$ cat src/rtl/alu_pkg.sv
// rtl/alu_pkg.sv - shared compare function codes and FSM state encoding
package alu_pkg;

  localparam logic [2:0] FT_NEQ = 3'b000;
  localparam logic [2:0] FT_EQ  = 3'b001;
  localparam logic [2:0] FT_LT  = 3'b010;
  localparam logic [2:0] FT_GEZ = 3'b100;
  localparam logic [2:0] FT_LEZ = 3'b110;
  localparam logic [2:0] FT_GTZ = 3'b111;

  typedef enum logic [1:0] {
    ST_IDLE = 2'd0,
    ST_RUN  = 2'd1,
    ST_DONE = 2'd2
  } state_e;

endpackage

$ cat src/rtl/cmp_chunk_sub.sv
// rtl/cmp_chunk_sub.sv - one CHUNK-bit slice of a + ~b + cin
module cmp_chunk_sub #(
  parameter int CHUNK = 8
) (
  input  logic [CHUNK-1:0] a,
  input  logic [CHUNK-1:0] nb,
  input  logic             cin,
  output logic [CHUNK-1:0] sum,
  output logic             cout,
  output logic             slice_zero
);

  logic [CHUNK:0] s;

  assign s          = {1'b0, a} + {1'b0, nb} + {{CHUNK{1'b0}}, cin};
  assign sum        = s[CHUNK-1:0];
  assign cout       = s[CHUNK];
  assign slice_zero = (s[CHUNK-1:0] == '0);

endmodule

$ cat src/rtl/cmp_flag_gen.sv
// rtl/cmp_flag_gen.sv - multi-cycle a-b subtractor producing compare flags
module cmp_flag_gen
  import alu_pkg::*;
#(
  parameter int WIDTH = 32,
  parameter int CHUNK = 8
) (
  input  logic             clk,
  input  logic             rst_n,
  input  logic             in_valid,
  output logic             in_ready,
  input  logic [WIDTH-1:0] a,
  input  logic [WIDTH-1:0] b,
  input  logic             sign,
  input  logic [2:0]       ft,
  input  logic             flush,
  output logic             out_valid,
  input  logic             out_ready,
  output logic [WIDTH-1:0] diff,
  output logic             zero,
  output logic             overflow,
  output logic             negative,
  output logic [2:0]       ft_out
);

  localparam int NCHUNK = WIDTH / CHUNK;
  localparam int CW     = (NCHUNK > 1) ? $clog2(NCHUNK) : 1;
  localparam logic [CW-1:0] LAST_CNT = CW'(NCHUNK - 1);

  state_e           state_q, state_d;
  logic [CW-1:0]    cnt_q, cnt_d;
  logic             carry_q, carry_d;
  logic             zero_acc_q, zero_acc_d;
  logic [WIDTH-1:0] a_q, a_d;
  logic [WIDTH-1:0] nb_q, nb_d;
  logic             sign_q, sign_d;
  logic [2:0]       ft_q, ft_d;
  logic [WIDTH-1:0] diff_q, diff_d;
  logic             zero_q, zero_d;
  logic             ovf_q, ovf_d;
  logic             neg_q, neg_d;

  logic [CHUNK-1:0] a_slice, nb_slice, sum;
  logic             cout, slice_zero, v;

  assign a_slice  = a_q[cnt_q*CHUNK +: CHUNK];
  assign nb_slice = nb_q[cnt_q*CHUNK +: CHUNK];

  cmp_chunk_sub #(.CHUNK(CHUNK)) u_sub (
    .a          (a_slice),
    .nb         (nb_slice),
    .cin        (carry_q),
    .sum        (sum),
    .cout       (cout),
    .slice_zero (slice_zero)
  );

  always_comb begin
    state_d    = state_q;
    cnt_d      = cnt_q;
    carry_d    = carry_q;
    zero_acc_d = zero_acc_q;
    a_d        = a_q;
    nb_d       = nb_q;
    sign_d     = sign_q;
    ft_d       = ft_q;
    diff_d     = diff_q;
    zero_d     = zero_q;
    ovf_d      = ovf_q;
    neg_d      = neg_q;
    v          = 1'b0;
    // flush also blocks an accept while idle
    if (flush) begin
      state_d = ST_IDLE;
    end else begin
      case (state_q)
        ST_IDLE: begin
          if (in_valid) begin
            a_d        = a;
            nb_d       = ~b;
            sign_d     = sign;
            ft_d       = ft;
            carry_d    = 1'b1;
            zero_acc_d = 1'b1;
            cnt_d      = '0;
            state_d    = ST_RUN;
          end
        end
        ST_RUN: begin
          diff_d[cnt_q*CHUNK +: CHUNK] = sum;
          carry_d    = cout;
          zero_acc_d = zero_acc_q & slice_zero;
          cnt_d      = cnt_q + 1'b1;
          if (cnt_q == LAST_CNT) begin
            // the top slice sum holds diff's MSB; b's MSB is recovered from ~b
            v       = (a_q[WIDTH-1] ^ ~nb_q[WIDTH-1]) & (a_q[WIDTH-1] ^ sum[CHUNK-1]);
            cnt_d   = '0;
            zero_d  = zero_acc_q & slice_zero;
            ovf_d   = sign_q & v;
            neg_d   = sign_q ? (sum[CHUNK-1] ^ v) : ~cout;
            state_d = ST_DONE;
          end
        end
        ST_DONE: begin
          if (out_ready) state_d = ST_IDLE;
        end
        default: state_d = ST_IDLE;
      endcase
    end
  end

  always_ff @(posedge clk) begin
    if (!rst_n) begin
      state_q    <= ST_IDLE;
      cnt_q      <= '0;
      carry_q    <= 1'b1;
      zero_acc_q <= 1'b1;
      a_q        <= '0;
      nb_q       <= '0;
      sign_q     <= 1'b0;
      ft_q       <= '0;
      diff_q     <= '0;
      zero_q     <= 1'b0;
      ovf_q      <= 1'b0;
      neg_q      <= 1'b0;
    end else begin
      state_q    <= state_d;
      cnt_q      <= cnt_d;
      carry_q    <= carry_d;
      zero_acc_q <= zero_acc_d;
      a_q        <= a_d;
      nb_q       <= nb_d;
      sign_q     <= sign_d;
      ft_q       <= ft_d;
      diff_q     <= diff_d;
      zero_q     <= zero_d;
      ovf_q      <= ovf_d;
      neg_q      <= neg_d;
    end
  end

  assign in_ready  = (state_q == ST_IDLE);
  assign out_valid = (state_q == ST_DONE);
  assign diff      = diff_q;
  assign zero      = zero_q;
  assign overflow  = ovf_q;
  assign negative  = neg_q;
  assign ft_out    = ft_q;

endmodule

$ cat config.mk
export PLATFORM = sky130hd
export DESIGN_NAME = cmp_flag_gen
export DESIGN_NICKNAME = d
export VERILOG_FILES = /design/src/rtl/alu_pkg.sv /design/src/rtl/cmp_chunk_sub.sv /design/src/rtl/cmp_flag_gen.sv
export SDC_FILE = /design/constraint.sdc
export NUM_CORES = 1
export LEC_CHECK = 0
export CELL_PAD_IN_SITES_DETAIL_PLACEMENT = 2
export CELL_PAD_IN_SITES_GLOBAL_PLACEMENT = 2
export CORE_UTILIZATION = 28
export DETAILED_ROUTE_END_ITERATION = 12
export PLACE_DENSITY_LB_ADDON = 0.1
export REMOVE_ABC_BUFFERS = 1
export SYNTH_ARGS = -nofsm -noshare
export SYNTH_HDL_FRONTEND = slang
export SYNTH_SLANG_ARGS = --single-unit
$ cat constraint.sdc
create_clock -name clk -period 2.9 [get_ports clk]
set_input_delay 0.725 -clock clk [delete_from_list [all_inputs] [get_ports clk]]
set_output_delay 0.725 -clock clk [all_outputs]
set_load 0.01 [all_outputs]
Word level (Yosys, flattened, before mapping). Cells that the tools add are included.

Register bits: 109. Output and inout bits: 40.

Reduce and logical (&&, ||, !) cells: 9. Shifts and indexed selects: 4. Mux-type cells: 12. Bitwise logic cells: 11. Equal/unequal tests: 6. $add $sub $neg: 4.

Operator list (number): 32-bit by 6-bit variable part select with 8-bit output (2); 5-bit negator with 34-bit output (1); 8-bit by 34-bit variable shift with 32-bit output, first input constant (1); 8-bit by 34-bit variable part select with 32-bit output (1); 32-bit bitwise mux (1); 32-bit NOT (1); 3-bit AND reduction (4); 2-bit 2-to-1 mux (5); 8-bit by 8-bit adder with 9-bit output (1); 9-bit by 1-bit adder with 9-bit output (1); 8-bit zero test (1); 2-bit case mux with 3 select lines (1); 2-bit == test, second input constant (2); 2-bit inequality test, second input constant (2); 1-bit NOT (4); 1-bit case mux with 2 select lines (2); 2-bit case mux with 2 select lines (1); 1-bit AND (3); 1-bit XOR (3); 2-bit by 1-bit adder with 2-bit output, second input constant (1); 2-bit by 1-bit == test with 1-bit output, second input constant (1); 2-bit zero test (1); 1-bit 2-to-1 mux (2); 2-bit by 1-bit inequality test with 1-bit output, second input constant (1); 3 further kinds (3).

Depth between registers and ports, before layout. Gate-level depths: netlist of the first run.

Depth in word-level cells: 7. Gate-level depth with buffers: 11.

Cells and area by module. A second synthesis of the first run with hierarchy kept.

Cells, all modules: 524. Area total of the unflattened synthesis: 5067.4 sq um.

By module, submodules not included: cmp_flag_gen (area each 4697.0 sq um, instances 1, cells each 477, sequential area each 2182.1 sq um); cmp_chunk_sub (area each 370.4 sq um, instances 1, cells each 47, sequential area each 0.0 sq um).

Worst setup path before layout of the first run. Ideal clock, no wire load.

Path type: reg-to-reg. From: register cnt_q[0]. To: register zero_q, in the netlist zero. Clock period less this slack: 3129 ps. Required time: 2825 ps. Slack: -229 ps. Cell stages (with the launch flop): 12. Data arrival time: 3054 ps. Cell sequence: dfxtp_1 -> clkbuf_1 -> mux4_2 -> inv_1 -> fa_1 -> fa_1 -> and2b_1 -> o2111ai_2 -> nand3b_1 -> a32oi_2 -> or3_1 -> o22ai_1.

Cells in the longest elaborated chain, start to end: 5. Elaborated cells between the ends (all ways): 8. Classes of those cells: 2 x add/sub; 1 x eq/ne; 2 x shift; 1 x bitwise; 2 x reduce/logical.

RTL lines: start, declared (line cmp_flag_gen.sv:31) `logic [CW-1:0] cnt_q, cnt_d;`; start signal, assigned (line cmp_flag_gen.sv:128) `cnt_q <= cnt_d;`; 32-bit by 6-bit variable part select with 8-bit output (on tied branches) (line cmp_flag_gen.sv:46, cmp_flag_gen.sv:47); 8-bit by 8-bit adder with 9-bit output (line cmp_chunk_sub.sv:15) `assign s = {1'b0, a} + {1'b0, nb} + {{CHUNK{1'b0}}, cin};`; 9-bit by 1-bit adder with 9-bit output (line cmp_chunk_sub.sv:15); 8-bit zero test (line cmp_chunk_sub.sv:18) `assign slice_zero = (s[CHUNK-1:0] == '0);`; 1-bit AND (line cmp_flag_gen.sv:98) `zero_d = zero_acc_q & slice_zero;`; end signal, assigned (line cmp_flag_gen.sv:136) `zero_q <= zero_d;`; end, declared (line cmp_flag_gen.sv:39) `logic zero_q, zero_d;`.

Several ways; a longest one is shown, not always the timed one. A chain may end at the register's enable or synchronous reset.

Final worst setup path of the first run.
From: register cnt_q[0]. To: register diff_q[30], in the netlist diff[30].

Cells in the longest elaborated chain, start to end: 5. Elaborated cells between the ends (all ways): 8. Classes of those cells: 3 x add/sub; 4 x shift; 1 x mux.

RTL lines: 32-bit by 6-bit variable part select with 8-bit output (on tied branches) (line cmp_flag_gen.sv:46, cmp_flag_gen.sv:47); 8-bit by 8-bit adder with 9-bit output (line cmp_chunk_sub.sv:15); 9-bit by 1-bit adder with 9-bit output (line cmp_chunk_sub.sv:15); 8-bit by 34-bit variable part select with 32-bit output (line cmp_flag_gen.sv:90) `diff_d[cnt_q*CHUNK +: CHUNK] = sum;`; 32-bit bitwise mux * (line cmp_flag_gen.sv:90); end signal, assigned (line cmp_flag_gen.sv:135) `diff_q <= diff_d;`; end, declared (line cmp_flag_gen.sv:38) `logic [WIDTH-1:0] diff_q, diff_d;`.

Every way passes the cells marked *; elsewhere a longest branch is shown, timed or not.

==> results.json, run 1 <==
{
  "grt_usage_pct": 17.53,
  "synthAdderAreaFrac_pct": 4.001,
  "fin_crit_sh_pct": 94.65,
  "vias_per_cell": 4.863,
  "layout_commonest_cell": "nand2_1",
  "slew_viol_final": 0,
  "crit_required_ns": 3.19,
  "grt_pass1_wl_mm": 24.72,
  "min_period_ns": 2.745,
  "clk_path_buf_depth": 2,
  "syn_avg_cell_area_sq_um": 9.347,
  "clock_skew_ns": 0.006492,
  "nets": 747,
  "cts_made_buffers": 9,
  "yosysSeqAreaShare_pct": 43.07,
  "area_growth_pct": 36.21,
  "wl_per_cell_um": 17.07,
  "yosysTopAreaCell": "dfxtp_1",
  "top_usage_layer": "met2",
  "worstSkewPairLatency_ns": 0.36,
  "h-tree-depth": 3,
  "max_freq_mhz": 364.3,
  "grt_pass1_vias": 4719,
  "synth_cell_types": 52,
  "drv_cap": 0,
  "synth_top_area_share_pct": 43.07,
  "dr.pass1.iters": 4,
  "syn_inst": 542,
  "path_clk_slew_ns": 0.07,
  "crit_type": "flip-flop to flip-flop",
  "drive_gt1_share_pct": 11.76,
  "synth_seq_cells": 109,
  "crit_path_max_fanout": 7,
  "die-area_sq_mm": 0.01864,
  "maxSlewHeadroom_pct": 58.49,
  "grtUsageMet3_pct": 2.704,
  "crit_arrival_ns": 3.04,
  "synthFlopType": "dfxtp_1",
  "final_cell_mix": "nand2_1 (132), clkdlybuf4s50_1 (111), dfxtp_1 (107), a21boi_0 (36), o211a_1 (32)",
  "setup_tns_ns": 0,
  "placed_area_sq_mm": 0.006546,
  "fin_ws_ns": 0.1551,
  "min_path_type": "flip-flop to flip-flop",
  "die_x_um": 136.5,
  "power_leakage_nw": 2.767,
  "yosys.area_share.simple_pct": 20.60,
  "worst_pin_slew_ns": 0.6161,
  "nFillCells": 1859,
  "drc_errors": 0,
  "io_pins": 113,
  "yosys-mux-area-fraction_pct": 7.508,
  "start_kind": "flip-flop",
  "ant_nets": 0,
  "die_h_um": 136.5,
  "grt_overflow_total": 0,
  "syn_area_sq_mm": 0.005066,
  "grt_use_met2_pct": 31.81,
  "core-area_sq_mm": 0.01748,
  "instances_no_fill": 888,
  "synth_xor_area_share_pct": 0.8397,
  "cts_sinks": 109,
  "setup_violations": 0,
  "totalWireLength_mm": 15.16,
  "port_buffers": 112,
  "synth_compound_area_share_pct": 20.30,
  "synth_top_family_by_area": "simple AND/OR/NAND/NOR gates",
  "power_density_mw_per_mm2": 472.9,
  "clockRootBuffer": "clkbuf_16",
  "yosys_warnings": 0,
  "final_design_area_no_fill_sq_mm": 0.006900,
  "cts_tree": "built",
  "synth-edff-count": 0,
  "synth_area_leaders": "dfxtp_1 (43%), nand2_1 (9.8%), mux4_2 (7.1%), o211a_1 (6.3%), a21boi_0 (5.3%)",
  "met1_usage_pct": 20.88,
  "final_core_util_pct": 39.48,
  "synthArstFlopShare_pct": 0,
  "postCtsHoldBufs": 0,
  "dp_slack_ns": -0.1454,
  "diodes": 0,
  "gp_congestion": 0.7366,
  "status": "finished clean",
  "grt_max_degree": 51,
  "num_rows": 48,
  "ir_drop_uv": 295.0,
  "dp_cells": 872,
  "antenna_found_initial": 0,
  "start_util_pct": 28.99,
  "cp-end-kind": "flip-flop",
  "hold_viol": 0,
  "num_vias": 4318,
  "drt_iter0_drc": 97,
  "hpwl_mm": 11.69
}
-- cell usage after synthesis, types with 2 or more instances --
library cell  count
nor2_1           20
mux4_2           16
o21ai_1           5
nand2b_1          3
mux2i_1           2
o211a_1          32
o22ai_1           2
and3_1            2
or3_1             3
buf_2            13
o2bb2ai_1         2
nand4_1           3
nand2_1         132
ha_1             13
nand3b_1          2
clkbuf_1         18
inv_1            11
and2_1           18
a22oi_1          18
a21oi_1           5
xor2_1            2
nor4_1            2
o211ai_1          2
nand3_1           3
fa_1              2
o21ai_0          17
a21boi_0         36
a31oi_1           2
nor2b_1          22
dfxtp_1         109
a21o_1            2
o21a_1            3
-- cell families (layout without fill, tap and decap cells) --
logic type,count (synthesis),count (layout)
AND/OR/NAND/NOR,220,220
AO/OA/AOI/OAI,132,132
flip-flops,109,109
buffers and inverters,44,165
multiplexers,18,18
adder cells (fa/ha/maj),15,15
XOR/XNOR,4,4
-- state kept, by name (all words and copies together) (netlist names), 2 cells and up --
signal / flops
cnt_q: 2
nb_q: 32
state_q: 2
ft_out: 3
a_q: 32
diff: 32
-- through the flow --
stage,hold WS (ns),power [mW]
2_1_floorplan,0.4402,1.834
3_3_place_gp,0.4494,2.065
3_5_place_dp,0.4576,2.082
4_1_cts,0.4673,3.308
5_1_grt,0.4875,3.417
6_report,0.4638,3.263
-- worst max-delay path: stages, from the launching register on --
cell and delay (ns):
dfxtp_4 0.38, buf_4 0.16, mux4_2 0.52, ha_2 0.37, and2b_2 0.24, o2111ai_2 0.23, nand3b_1 0.12, a32oi_2 0.24
buf_4 0.18, a22oi_1 0.07, nor2b_1 0.15
-- final timing paths --
| path | slack, ns | depth (start not counted) | startpoint | endpoint |
|---|---|---|---|---|
| worst max-delay path | 0.16 | 10 | cnt_q[0]$_SDFFE_PN0P_ | diff[30]$_SDFFE_PN0P_ |
| worst min-delay path | 0.46 | 2 | a_q[21]$_SDFFE_PN0P_ | a_q[21]$_SDFFE_PN0P_ |
| worst max register to register | 0.16 | 10 | cnt_q[0]$_SDFFE_PN0P_ | diff[30]$_SDFFE_PN0P_ |
| worst min register to register | 0.46 | 2 | a_q[21]$_SDFFE_PN0P_ | a_q[21]$_SDFFE_PN0P_ |
-- layout make-up --
| type | count | area (sq um) | area share (%) |
|---|---|---|---|
| flip-flops and latches | 109 | 2190 | 31.73 |
| clock buffers | 13 | 240.2 | 3.481 |
| clock inverters | 2 | 35.03 | 0.5077 |
| well taps | 225 | 281.5 | 4.080 |
| repair buffers | 139 | 1344 | 19.47 |
| multi-input cells | 389 | 2769 | 40.13 |
| inverters | 11 | 41.29 | 0.5984 |
-- power by group --
part	internal [mW]	switching, mW	leakage (nW)
clock	0.666	0.543	0.134
sequential	1.55	0.0367	0.890
combinational	0.248	0.217	1.74
total	2.47	0.797	2.77
-- layer usage --
| layer | share of wire (%) | vias to the layer above |
|---|---|---|
| met5 | 0 | - |
| met4 | 1.3 | 0 |
| met3 | 3.0 | 13 |
| met2 | 51 | 74 |
| met1 | 45 | 2108 |
| li1 | - | 2123 |
-- repair_timing --
item                                    in CTS  in global routing
endpoints found under the setup margin      12                 13
setup buffers                                1                  0
gates resized for setup                      3                 12
pin swaps                                    2                  3
No activity file was read; power rests on OpenSTA's default activity.
==> run 2, diff against run 1 <==
Settings changed: SYNTH_HIERARCHICAL set to 1.
==> run 2 against run 1 <==
Flip-flop and latch count is the same. Via count down 1.2%. Fmax down 5.2%. Combinational power is 4% higher. Cell area rose by 0.45%. Clock-buffer cell count is 3 lower. Non-clock buffer count grew 5. Cell count fell by 2.1%. Global-route usage decreased by 0.54 points. Sequential share of layout area down 0.18 points. Sequential power about the same. Largest power group unchanged. Highest routed layer unchanged.
==> results.json, run 2 <==
{
  "ff_latch_area_sq_mm": 0.002187,
  "synth_area_leaders": "dfxtp_1 (43%), nand2_1 (11%), mux4_2 (7.1%), o211a_1 (6.5%), a21boi_1 (5.5%)",
  "setup_violations": 0,
  "synthAdderAreaFrac_pct": 4.000,
  "crit_type": "flip-flop to flip-flop",
  "crit_family": "compound AO/OA/AOI/OAI gates",
  "synthArstFlopShare_pct": 0,
  "io_pins": 113,
  "dp_cells": 850,
  "hpwl_mm": 11.17,
  "syn_area_sq_mm": 0.005067,
  "dr.pass1.iters": 4,
  "min_period_ns": 2.895,
  "grt_pass1_wl_mm": 24.19,
  "power_leakage_nw": 2.913,
  "core-area_sq_mm": 0.01748,
  "grt_overflow_total": 0,
  "num_vias": 4267,
  "yosysMostFrequentCell": "nand2_1",
  "yosysTopAreaCell": "dfxtp_1",
  "yosys.area_share.simple_pct": 18.86,
  "nets": 727,
  "maxSlewHeadroom_pct": 60.63,
  "clk_path_buf_depth": 2,
  "total_power_mw": 3.274,
  "drive_gt1_share_pct": 15.99,
  "synth_xor_area_share_pct": 0.8642,
  "drt_iter0_drc": 130,
  "ir_drop_uv": 299.3,
  "grt_setup_unrepaired": "yes",
  "cts_made_buffers": 9,
  "totalWireLength_mm": 14.94,
  "crit_required_ns": 3.20,
  "synth_top_family_by_area": "compound AO/OA/AOI/OAI gates",
  "layout_commonest_cell": "nand2_1",
  "status": "finished clean",
  "num_rows": 48,
  "cts_sinks": 109,
  "fin_hold_ws_ns": 0.4545,
  "synth_top_area_share_pct": 43.06,
  "multi_input_area_sq_mm": 0.002718,
  "die_h_um": 136.5,
  "synth_compound_area_share_pct": 19.70,
  "rr_worst_depth": 12,
  "worst_pin_slew_ns": 0.5905,
  "grt_pass1_vias": 4607,
  "wl_per_cell_um": 17.19,
  "synthTopCellsByCount": "nand2_1 (149), dfxtp_1 (109), a21boi_1 (37)",
  "ant_nets": 0,
  "final_cell_mix": "nand2_1 (147), clkdlybuf4s50_1 (111), dfxtp_1 (107), a21boi_1 (37), o211a_1 (33)",
  "cp_slowest_cell": "mux4_2",
  "dp_slack_ns": -0.2862,
  "drv_cap": 0,
  "synth_cell_types": 52,
  "cp-end-kind": "flip-flop",
  "cts_tree": "built",
  "synthFlopType": "dfxtp_1",
  "path_cells": "buf_6 -> buf_12 -> mux4_2 -> ha_4 -> o211a_1 -> o31a_1 -> o22ai_2 -> xnor2_2 -> buf_4 -> or3b_4 -> o21ai_2 -> a41o_1",
  "final_design_area_no_fill_sq_mm": 0.006932,
  "fin_ws_ns": 0.004561,
  "start_kind": "flip-flop",
  "max_stage_delay_ns": 0.55,
  "crit_path_max_fanout": 6,
  "worstSkewPairLatency_ns": 0.36,
  "crit_buf_inv": 3,
  "crit_cells": 12,
  "antenna_found_initial": 0,
  "postCtsHoldBufs": 0,
  "yosysSeqAreaShare_pct": 43.06,
  "synth_seq_cells": 109,
  "clock_skew_ns": 0.01084,
  "die_x_um": 136.5,
  "min_path_type": "flip-flop to flip-flop",
  "max_freq_mhz": 345.4,
  "fin_crit_sh_pct": 99.84,
  "synth-edff-count": 0,
  "yosys_warnings": 6,
  "nFillCells": 1861,
  "diodes": 0,
  "gp_congestion": 0.7901,
  "port_buffers": 112,
  "syn_inst": 524,
  "placed_area_sq_mm": 0.006467,
  "start_util_pct": 28.99,
  "syn_avg_cell_area_sq_um": 9.671,
  "instances_no_fill": 869,
  "grt_max_degree": 61,
  "hold_viol": 0,
  "h-tree-depth": 3,
  "hold_path_depth": 2,
  "power_density_mw_per_mm2": 472.4,
  "path_clk_slew_ns": 0.07,
  "drc_errors": 0,
  "yosys-mux-area-fraction_pct": 7.309,
  "grt_usage_pct": 16.99,
  "slew_viol_final": 0,
  "crit_arrival_ns": 3.20,
  "die-area_sq_mm": 0.01864,
  "area_growth_pct": 36.79,
  "vias_per_cell": 4.910,
  "clockRootBuffer": "clkbuf_16"
}
[run 2: worst paths after layout]
check / from / endpoint / slack (ns)
worst max-delay path: cnt_q[0]$_SDFFE_PN0P_ / overflow$_SDFFE_PN0P_ / 0.005
worst min-delay path: a_q[5]$_SDFFE_PN0P_ / a_q[5]$_SDFFE_PN0P_ / 0.45
worst max register to register: cnt_q[0]$_SDFFE_PN0P_ / overflow$_SDFFE_PN0P_ / 0.005
worst min register to register: a_q[5]$_SDFFE_PN0P_ / a_q[5]$_SDFFE_PN0P_ / 0.45
[run 2: layout make-up]
cell class	instances	share of cell area (%)
multi-input combinational	363	39.21
sequential	109	31.55
timing repair buffer	144	20.43
tap	225	4.061
clock buffer	10	3.303
clock inverter	6	0.7942
inverter	12	0.6498
[run 2: where the power goes]
group / switching, mW / total, mW / internal [mW]
combinational: 0.218 / 0.482 / 0.264
clock: 0.597 / 1.20 / 0.601
sequential: 0.0401 / 1.59 / 1.55
[run 2: logic make-up after synthesis]
kind of cell,Yosys count
AOI/OAI and AO/OA,127
xor gates and xnor gates,5
adders and majority gates,15
buffers and inverters,52
DFF,109
muxes,17
and+or+nand+nor,199
[run 2: worst reg2reg max path, cell delays in order (launching register included)]
cell     delay (ns)
dfxtp_4        0.40
buf_6          0.13
buf_12         0.12
mux4_2         0.55
ha_4           0.29
o211a_1        0.17
o31a_1         0.19
o22ai_2        0.11
xnor2_2        0.15
buf_4          0.14
or3b_4         0.36
o21ai_2        0.06
a41o_1         0.16
[run 2: stage by stage]
step / util [%] / setup TNS, ns
final: 39.66 / 0
after global routing: 39.66 / -0.5927
after CTS: 39.13 / -0.1083
after detailed placement: 37.01 / -1.225
after global placement: 37.01 / -0.1582
after floorplan: - / -44.65
[run 2: metal layers]
layer / wire, um / up-vias / track usage [%]
li1: - / 2073 / -
met5: 0 / - / 0
met1: 6650 / 2094 / 20.65
met4: 209 / 0 / 5.988
met2: 7639 / 83 / 30.34
met3: 437 / 17 / 2.444
[run 2: timing repair]
| item | in CTS | in global routing |
|---|---|---|
| buffers inserted | 1 | 3 |
| gates resized for setup | 19 | 15 |
| endpoints found under the hold margin | 0 | 0 |
| setup endpoints to repair | 12 | 14 |
| pin swaps | 15 | 24 |
==> run 3, diff against run 2 <==
Settings changed: CORE_MARGIN set to 2, SLEW_MARGIN set to 20, TNS_END_PERCENT set to 20.
==> run 3 against run 2 <==
The run now ends with negative setup slack left. Sequential share of layout area is essentially flat. Flip-flop and latch count is the same. Clock skew is essentially flat. Global-route usage shrank 1.3 points. Utilization shrank 0.89 points. Cell count grew 0.46%. Die area grew 3.0%. Clock-buffer cell count grew 1. Largest power group unchanged. Critical path depth shrank 2. First-iteration DRC count grew 24%.
==> results.json, run 3 (synthesis results as in run 2) <==
{
  "status": "finished, violations left",
  "violations": "negative setup slack",
  "fin_crit_sh_pct": 100.3,
  "cts_made_buffers": 9,
  "grt_max_degree": 86,
  "grt_pass1_wl_mm": 23.98,
  "nFillCells": 1909,
  "start_kind": "flip-flop",
  "die-area_sq_mm": 0.01919,
  "diodes": 0,
  "min_path_type": "flip-flop to flip-flop",
  "multi_input_area_sq_mm": 0.002661,
  "hold_end": "a_q[18]$_SDFFE_PN0P_",
  "rr_startpoint": "cnt_q[0]$_SDFFE_PN0P_",
  "vias_per_cell": 4.782,
  "slew_viol_final": 0,
  "h-tree-depth": 3,
  "worstSkewPairLatency_ns": 0.36,
  "grt_setup_unrepaired": "yes",
  "clk_path_buf_depth": 2,
  "totalWireLength_mm": 14.71,
  "die_x_um": 138.5,
  "layout_commonest_cell": "nand2_1",
  "ant_nets": 0,
  "num_rows": 49,
  "hold_path_depth": 2,
  "r2r_slack_ns": -0.009,
  "gp_congestion": 0.7211,
  "num_vias": 4175,
  "holdCritStartpoint": "a_q[18]$_SDFFE_PN0P_",
  "wl_per_cell_um": 16.85,
  "nets": 727,
  "reg2reg_to": "overflow$_SDFFE_PN0P_",
  "drv_cap": 0,
  "area_growth_pct": 36.52,
  "rr_worst_depth": 10,
  "worst_pin_slew_ns": 0.5629,
  "ir_drop_uv": 288.4,
  "clock_skew_ns": 0.01067,
  "final_cell_mix": "nand2_1 (147), clkdlybuf4s50_1 (111), dfxtp_1 (108), a21boi_1 (39), o211a_1 (33)",
  "grt_pass1_vias": 4518,
  "clockRootBuffer": "clkbuf_16",
  "core-area_sq_mm": 0.01784,
  "crit_required_ns": 3.20,
  "fin_hold_ws_ns": 0.4540,
  "grt_overflow_total": 0,
  "max_freq_mhz": 343.8,
  "power_density_mw_per_mm2": 491.2,
  "antenna_found_initial": 0,
  "drt_iter0_drc": 161,
  "postCtsHoldBufs": 0,
  "crit_arrival_ns": 3.21,
  "min_period_ns": 2.909,
  "crit_path_max_fanout": 9,
  "setup_violations": 2,
  "fin_ws_ns": -0.008757,
  "hold_viol": 0,
  "dr.pass1.iters": 4,
  "start_util_pct": 28.40,
  "grt_usage_pct": 15.73,
  "io_pins": 113,
  "maxSlewHeadroom_pct": 62.42,
  "path_clk_slew_ns": 0.07,
  "drc_errors": 0,
  "power_leakage_nw": 2.928,
  "port_buffers": 112,
  "drive_gt1_share_pct": 14.75,
  "hpwl_mm": 11.02,
  "cts_sinks": 109,
  "die_h_um": 138.5,
  "cts_tree": "built",
  "ff_latch_area_sq_mm": 0.002186,
  "crit_type": "flip-flop to flip-flop",
  "cp-end-kind": "flip-flop",
  "final_core_util_pct": 38.78
}
-- run 3: cell count changes in the layout (fill, tap and decap cells not counted), sizes merged --
cell and delta:
inv -3, bufinv +2, clkinv -2, clkinvlp +2, clkbuf +1
-- run 3: cell type report --
class                   count  area share, %
repair buffers            144          20.42
clock inverters             5          1.212
flip-flops and latches    109          31.60
inverters                  12         0.6511
multi-input cells         363          38.47
well taps                 229          4.142
clock buffers              11          3.509
-- run 3: worst max-delay path by stage --
stage               depth (start not counted)  slack (ns)             startpoint                 endpoint
floorplan                                  12       -0.75  cnt_q[0]$_SDFFE_PN0P_  zero_acc_q$_SDFFE_PN1P_
global placement                           12       -0.08  cnt_q[0]$_SDFFE_PN0P_  zero_acc_q$_SDFFE_PN1P_
detailed placement                         12       -0.23  cnt_q[0]$_SDFFE_PN0P_  zero_acc_q$_SDFFE_PN1P_
CTS                                        12       -0.07  cnt_q[0]$_SDFFE_PN0P_        zero$_SDFFE_PN0P_
global route                               13       -0.18  cnt_q[0]$_SDFFE_PN0P_        zero$_SDFFE_PN0P_
finish                                     10      -0.009  cnt_q[0]$_SDFFE_PN0P_    overflow$_SDFFE_PN0P_
-- run 3: what timing repair did --
| item | in CTS | in global routing |
|---|---|---|
| gates resized for setup | 13 | 10 |
| endpoints found under the setup margin | 9 | 14 |
| endpoints found under the hold margin | 0 | 0 |
| setup buffers | 3 | 1 |
| pin swaps | 15 | 11 |
-- run 3: report_power, final --
group	leakage, nW	switching (mW)	internal, mW
clock network	0.152	0.567	0.783
logic	1.89	0.208	0.249
registers	0.889	0.0373	1.55
total	2.93	0.812	2.59
-- run 3: per-layer routing --
| layer | vias to the layer above | wire length, um | global-route usage (%) |
|---|---|---|---|
| met4 | 0 | 163 | 4.028 |
| met5 | - | 0 | 0 |
| met3 | 10 | 647 | 3.776 |
| li1 | 2068 | - | - |
| met2 | 82 | 7515 | 28.24 |
| met1 | 2015 | 6385 | 18.89 |
-- run 3: critical path, stage by stage, from the launching register on --
cell and delay [ns]:
dfxtp_4 0.39, buf_12 0.15, mux4_2 0.55, ha_1 0.31, nor2b_1 0.14, o31a_1 0.28
o22ai_2 0.16, xnor2_2 0.15, or3b_2 0.45, o21ai_0 0.08, a41o_1 0.18
-- run 3: metrics by stage --
step	instances	total power [mW]	setup slack (ns)	setup TNS, ns	area [sq um]
6_report	873	3.398	-0.008757	-0.01700	6918
3_3_place_gp	853	2.053	-0.07609	-0.1240	6465
2_1_floorplan	484	1.815	-0.7514	-44.65	4798
5_1_grt	873	3.573	-0.1848	-0.9822	6918
4_1_cts	872	3.440	-0.06882	-0.1817	6858
3_5_place_dp	853	2.068	-0.2251	-0.7376	6465
